`src/rtl/shift_arbiter.sv`:
```
`default_nettype none
// ============================================================================
// Module   : shift_arbiter
// Purpose  : Round-robin sharing of one SRL/SLL/SRA shift unit between two
//            valid/ready requesters, with a single-entry registered result
//            buffer carrying its own valid/ready handshake.
// Revision : 1.0 - initial release
// ============================================================================
module shift_arbiter #(
    parameter int N  = 32,
    parameter int SW = $clog2(N)
) (
    input  logic          clk,
    input  logic          rst,        // asynchronous, active-low
    input  logic          a_valid,
    output logic          a_ready,
    input  logic [N-1:0]  a_in,
    input  logic [SW-1:0] a_shamt,
    input  logic [1:0]    a_op,
    input  logic          b_valid,
    output logic          b_ready,
    input  logic [N-1:0]  b_in,
    input  logic [SW-1:0] b_shamt,
    input  logic [1:0]    b_op,
    output logic          res_valid,
    input  logic          res_ready,
    output logic [N-1:0]  res_out,
    output logic          res_id,
    output logic [15:0]   done_count
);

    localparam logic [1:0] OP_SRL = 2'b00;
    localparam logic [1:0] OP_SLL = 2'b01;
    localparam logic [1:0] OP_SRA = 2'b10;

    typedef enum logic [0:0] {
        EMPTY = 1'b0,
        FULL  = 1'b1
    } buf_state_t;

    buf_state_t    state_q, state_d;
    logic [N-1:0]  res_out_q, res_out_d;
    logic          res_id_q, res_id_d;
    logic          last_id_q, last_id_d;
    logic [15:0]   done_count_q, done_count_d;

    logic          can_accept;
    logic          grant_a;
    logic          grant_b;
    logic          consume;
    logic [N-1:0]  sel_in;
    logic [SW-1:0] sel_shamt;
    logic [1:0]    sel_op;
    logic [N-1:0]  shift_res;

    // Round-robin grant: a tie goes to whichever side did not win last time.
    always_comb begin
        can_accept = (state_q == EMPTY) || res_ready;
        grant_a    = can_accept && a_valid && (!b_valid || last_id_q);
        grant_b    = can_accept && b_valid && (!a_valid || !last_id_q);
        consume    = (state_q == FULL) && res_ready;
    end

    // Operand mux (B only when B actually won) feeding the shared shifter.
    always_comb begin
        sel_in    = grant_b ? b_in    : a_in;
        sel_shamt = grant_b ? b_shamt : a_shamt;
        sel_op    = grant_b ? b_op    : a_op;
        case (sel_op)
            OP_SRL:  shift_res = sel_in >> sel_shamt;
            OP_SLL:  shift_res = sel_in << sel_shamt;
            OP_SRA:  shift_res = N'($signed(sel_in) >>> sel_shamt);
            default: shift_res = sel_in;
        endcase
    end

    // Next-state for the result buffer, round-robin pointer and counter.
    always_comb begin
        state_d      = state_q;
        res_out_d    = res_out_q;
        res_id_d     = res_id_q;
        last_id_d    = last_id_q;
        done_count_d = done_count_q;
        if (grant_a || grant_b) begin
            state_d   = FULL;
            res_out_d = shift_res;
            res_id_d  = grant_b;
            last_id_d = grant_b;
        end else if (consume) begin
            state_d = EMPTY;
        end
        if (consume) begin
            done_count_d = done_count_q + 16'd1;
        end
    end

    // State registers; last_id resets to B so that A takes the first tie.
    always_ff @(posedge clk or negedge rst) begin
        if (!rst) begin
            state_q      <= EMPTY;
            res_out_q    <= '0;
            res_id_q     <= 1'b0;
            last_id_q    <= 1'b1;
            done_count_q <= 16'd0;
        end else begin
            state_q      <= state_d;
            res_out_q    <= res_out_d;
            res_id_q     <= res_id_d;
            last_id_q    <= last_id_d;
            done_count_q <= done_count_d;
        end
    end

    assign a_ready    = grant_a;
    assign b_ready    = grant_b;
    assign res_valid  = (state_q == FULL);
    assign res_out    = res_out_q;
    assign res_id     = res_id_q;
    assign done_count = done_count_q;

endmodule
`default_nettype wire

```
`config.mk`:
```
export PLATFORM = sky130hd
export DESIGN_NAME = shift_arbiter
export DESIGN_NICKNAME = d
export VERILOG_FILES = /design/src/rtl/shift_arbiter.sv
export SDC_FILE = /design/constraint.sdc
export NUM_CORES = 1
export LEC_CHECK = 0
export BUFFER_PORTS_ARGS = -buffer_cell sky130_fd_sc_hd__buf_4
export CAP_MARGIN = 20
export CORE_AREA = 2 2 152 154
export DETAILED_ROUTE_END_ITERATION = 8
export DIE_AREA = 0 0 154 156
export PLACE_DENSITY = 0.66
export SETUP_SLACK_MARGIN = 0.5
export SYNTH_ARGS = -nofsm -noshare
export SYNTH_HDL_FRONTEND = slang
export SYNTH_SLANG_ARGS = --single-unit
```
`constraint.sdc`:
```
create_clock -name clk -period 2.26 [get_ports clk]
set_input_delay 0.113 -clock clk [delete_from_list [all_inputs] [get_ports clk]]
set_output_delay 0.113 -clock clk [all_outputs]
set_load 0.02 [all_outputs]
```
# Yosys cells after proc, flatten, opt, wreduce, memory -nomap -nowiden
# Index checks and enable logic that the tools add are counted.
[op_classes]
add_sub_neg = 1
eq_ne = 2
n_shift = 3
n_mux = 6
bitwise = 1
reduce_logical = 14
[op_table]
columns = ["operator", "count"]
rows = [
  ["one-hot mux 32 bit (3 select lines)", 1],
  ["2-to-1 mux 32 bit", 1],
  ["left shift 32 x 5 -> 32 bit", 1],
  [">> shifter 32 x 5 -> 32 bit", 1],
  [">>> shifter 32 x 5 -> 32 bit", 1],
  ["adder 16 x 1 -> 16 bit (second input constant)", 1],
  ["logical AND 1 bit", 5],
  ["2-to-1 mux 5 bit", 1],
  ["logical OR 1 bit", 4],
  ["zero test 1 bit", 3],
  ["== test 2 x 1 -> 1 bit (second input constant)", 1],
  ["== test 2 bit (second input constant)", 1],
  ["zero test 2 bit", 1],
  ["2-to-1 mux 1 bit", 2],
  ["2-to-1 mux 2 bit", 1],
  ["nonzero test 2 bit", 1],
  ["inverter 1 bit", 1],
]
[totals]
register_bits = 51
input_bits = 83
out_inout_bits = 52
wordCells = 32

# Logic depth before layout (Yosys ltp)
[logic_depth]
ltp_word = 7
ltp_mapped = 12
ltp_nobuf = 8

# Worst setup path before layout
# No wires, ideal clock.
[synth_timing]
kind = "reg2reg"
from = "register state_q, in the netlist res_valid"
to = "register res_out_q[22], in the netlist res_out[22]"
setup_time_ns = 0.123
t_arrival_ns = 2.123
required_ns = 2.137
path_slack_ns = 0.014
path_stages_with_launch = 10
path_buffers = 3
period_less_slack_ns = 2.246
cell_sequence = "dfrtp_1 > nand2b_1 > buf_2 > buf_4 > buf_4 > o21ai_1 > nor2_1 > o211a_1 > o221ai_1 > o221a_1"
[synth_between]
elab_chain_len = 7
[synth_lines]
columns = ["element", "line_no", "text"]
rows = [
  ["from (decl)", "41", "buf_state_t state_q, state_d;"],
  ["from (signal assigned)", "106", "state_q <= state_d;"],
  ["inverter 1 bit *", "58", "can_accept = (state_q == EMPTY) || res_ready;"],
  ["logical OR 1 bit *", "58", ""],
  ["logical AND 1 bit (2 in a row)", "60", "grant_b = can_accept && b_valid && (!a_valid || !last_id_q);"],
  ["2-to-1 mux 32 bit, or another cell as far along", "66", "sel_in = grant_b ? b_in : a_in;"],
  [">>> shifter 32 x 5 -> 32 bit, or another cell as far along", "72", "OP_SRA: shift_res = N'($signed(sel_in) >>> sel_shamt);"],
  ["one-hot mux 32 bit (3 select lines)", "69", "case (sel_op)"],
  ["to (signal assigned)", "107", "res_out_q <= res_out_d;"],
  ["to (decl)", "42", "logic [N-1:0] res_out_q, res_out_d;"],
]
# Every way passes the cells marked *; elsewhere a longest branch is shown, timed or not.
# A chain may end at the register's enable or synchronous reset.

# Worst setup path after layout
[layout_timing]
from = "register last_id_q"
to = "register res_out_q[5], in the netlist res_out[5]"
[layout_between]
elab_chain_len = 6
[layout_lines]
columns = ["element", "line_no", "text"]
rows = [
  ["from (decl)", "44", "logic last_id_q, last_id_d;"],
  ["from (signal assigned)", "109", "last_id_q <= last_id_d;"],
  ["zero test 1 bit", "60", ""],
  ["logical OR 1 bit", "60", ""],
  ["logical AND 1 bit", "60", ""],
  ["2-to-1 mux 32 bit, or another cell as far along", "66", ""],
  [">>> shifter 32 x 5 -> 32 bit, or another cell as far along", "72", ""],
  ["one-hot mux 32 bit (3 select lines)", "69", ""],
]
# Several ways; a longest one is shown, not always the timed one.

==> flow_metrics.tcl <==
set metrics [dict create \
    status "complete, but fails checks" \
    violations "negative setup slack" \
    cts_tree "built" \
    synth_area_per_cell_um2 8.56 \
    grt_max_degree 52 \
    grt_overflow 0 \
    clk_latency_ns 0.30 \
    wl_mm 61.4 \
    leakage_nw 6.91 \
    root_buffer "clkbuf_16" \
    die-area_um2 24000 \
    synthCells 1159 \
    htree_levels 2 \
    min_period_over_period_pct 110 \
    wl_per_cell_um 31.7 \
    clock_sinks 51 \
    dr.pass1.iters 6 \
    slew_headroom_pct 43.5 \
    pwr-share-clk_pct 10.8 \
    power.density_nw_per_um2 474 \
    synthArstFlopShare_pct 100 \
    fp.coreArea_um2 22400 \
    layout.nets 1732 \
    ir_drop_uv 355 \
    syn-num-nets 1243 \
    worstSetupStartpointType "flop" \
    antenna_left 0 \
    area_growth_syn_to_layout_pct 63.8 \
    worstPathMaxFanout 7 \
    power_switching_w 0.00362 \
    drt_iter0_drc 1925 \
    cts_inserted_buffers 5 \
    crit_arrival_ns 2.72 \
    grt_pass1_wl_mm 85.9 \
    fin_crit_ns 2.48 \
    gp_congestion 1.12 \
    num_rows 55 \
    multi_input_area_um2 9260 \
    final_core_util_pct 72.7 \
    seq_area_frac_synth_pct 12.9 \
    seq_power_share_pct 16.8 \
    initial_core_util_pct 44.4 \
    syn_area_um2 9920 \
    drive_above_1_share_pct 58.3 \
    drv_cap 0 \
    path_clk_slew_ns 0.08 \
    final_max_slew_viol_count 0 \
    io_pins 135 \
    antenna_found_initial 0 \
    hpwl_mm 47.3 \
    rsz0062_at_grt "true" \
    totalPowerFinal_w 0.00770 \
    route.vias.total 13800 \
    setup_ws_ns -0.219 \
    ys.flop_type "dfrtp_1" \
    fillCellCount 1651 \
    drc 0 \
    synth_edf_count 0 \
    grt_pass1_vias 13000 \
    max-clock-path-buffers 2 \
    synth-seq-cells 51 \
    critPathKind "flop to flop" \
    grt_usage_pct 48.4 \
    dieHeight_um 156 \
    ys_types 88 \
    setup_viol 32 \
    clock.fmax_ghz 0.403 \
    worst_pin_slew_ns 0.838 \
    p_int_w 0.00408 \
    synth_warnings 0 \
    skew_ns 0.00894 \
    p_sw_share_pct 47.1 \
    worstPathRequired_ns 2.50 \
    fin_setup_tns_ns -3.90 \
    instances_no_fill 1935 \
    seqCellArea_um2 1280 \
    pwr-share-comb_pct 72.4 \
    hp-class "input pin to flop" \
    worst_hold_slack_ns 0.197 \
    dp.cells 1842 \
    hold_viol_final 0 \
    port_buffers 134 \
    endpoint_kind "flop" \
    viasPerCell 7.15 \
    die_w_um 154 \
]
-- final timing paths --
kind	slack, ns	depth (start not counted)	start	endpoint
max	-0.22	11	last_id_q$_DFFE_PN1P_	res_out[5]$_DFFE_PN0P_
min	0.20	4	a_valid	res_valid$_DFFE_PN0P_
max reg2reg	-0.22	11	last_id_q$_DFFE_PN1P_	res_out[5]$_DFFE_PN0P_
min reg2reg	0.47	1	done_count[15]$_DFFE_PN0P_	done_count[15]$_DFFE_PN0P_
max in group asynchronous	1.33	2	rst	res_valid$_DFFE_PN0P_
min in group asynchronous	0.41	2	rst	res_out[18]$_DFFE_PN0P_
-- cell usage in the layout, fill, tap and decap left out, types with 17 or more instances in the layout --
| cell type | synthesis | final |
|---|---|---|
| mux2_2 | 49 | 44 |
| a31oi_1 | 32 | 27 |
| nand2_1 | 128 | 118 |
| nor3_1 | 33 | 20 |
| o21ai_0 | 60 | 32 |
| o211ai_1 | 18 | 18 |
| mux2i_1 | 95 | 80 |
| o21ai_1 | 5 | 20 |
| dfrtp_1 | 50 | 49 |
| a21oi_1 | 68 | 48 |
| buf_12 | 0 | 23 |
| nand3_1 | 29 | 19 |
| a21oi_2 | 1 | 17 |
| buf_6 | 5 | 45 |
| buf_4 | 22 | 526 |
| nor2_1 | 75 | 63 |
| mux4_2 | 93 | 93 |
-- flip-flops by register name, indices dropped and copies added, names as in the netlist --
signal and flops:
res_id 1, res_valid 1, res_out 32, last_id_q 1, done_count 16
-- what timing repair did --
item / in CTS / in global routing
cloned: 1 / 4
endpoints found under the hold margin: 50 / 0
buffers inserted: 44 / 34
resized for setup: 191 / 124
setup endpoints to repair: 38 / 38
hold buffers: 1 / 0
pin swaps: 59 / 57
-- through the flow --
step	instance area (um2)	setup WS, ns
global placement	13900	-0.546
detailed placement	13900	-0.489
global route	16300	-0.240
floorplan	10200	0.189
finish	16300	-0.219
CTS	15300	-0.128
-- power groups by stage --
| stage | clock (W) | combinational, W | sequential [W] |
|---|---|---|---|
| after global routing | 0.000874 | 0.00569 | 0.00131 |
| after global placement | 0 | 0.00449 | 0.00129 |
| after detailed placement | 0 | 0.00453 | 0.00130 |
| final | 0.000833 | 0.00558 | 0.00129 |
| after floorplan | 0 | 0.00204 | 0.00148 |
| after CTS | 0.000844 | 0.00500 | 0.00129 |
-- area by class of cell --
cell class	count	share of cell area [%]
clock inverters	3	0.177
diodes	1	0.0154
inverters	13	0.346
well taps	285	2.19
multi-input cells	969	56.9
clock buffers	5	0.770
repair buffers	608	31.7
flip-flops and latches	51	7.87
-- worst max-delay path, cell delays in order, from the launching register on --
cell       delay (ns)
dfstp_2          0.58
a21boi_4         0.11
nand2_8          0.14
inv_8            0.07
clkbuf_16        0.17
buf_4            0.14
o311ai_4         0.35
a21oi_2          0.08
buf_4            0.16
a311oi_2         0.31
buf_4            0.16
o32a_1           0.12
-- metal layers --
metal	GRT usage, %	up-vias	wire length, um
met5	0	-	0
met4	35.2	0	6230
met3	8.25	393	7140
met2	76.0	1333	26200
met1	60.4	6524	21800
li1	-	5592	-
-- cells by family after synthesis --
logic type / after synthesis / synth area share [%]
flip-flops: 51 / 12.9
buffers and inverters: 140 / 7.17
AO/OA/AOI/OAI: 362 / 25.4
multiplexers: 238 / 36.4
AND/OR/NAND/NOR: 352 / 16.7
XOR/XNOR: 15 / 1.32
adder cells (fa/ha/maj): 1 / 0.126
-- synthesized netlist by cell type (17+ instances only) --
| master | number | area [um2] |
|---|---|---|
| nor3_1 | 33 | 165 |
| nand3_1 | 29 | 145 |
| mux2i_1 | 95 | 951 |
| dfrtp_1 | 50 | 1250 |
| o211ai_1 | 18 | 135 |
| a21oi_1 | 68 | 340 |
| clkbuf_1 | 44 | 165 |
| buf_4 | 22 | 165 |
| nor2_1 | 75 | 282 |
| o21ai_0 | 60 | 300 |
| mux2_2 | 49 | 552 |
| nand2_1 | 128 | 480 |
| a31oi_1 | 32 | 200 |
| buf_2 | 50 | 250 |
| o22ai_1 | 18 | 113 |
| mux4_2 | 93 | 2090 |
| a22oi_1 | 17 | 128 |
No activity file was read; power rests on OpenSTA's default activity.
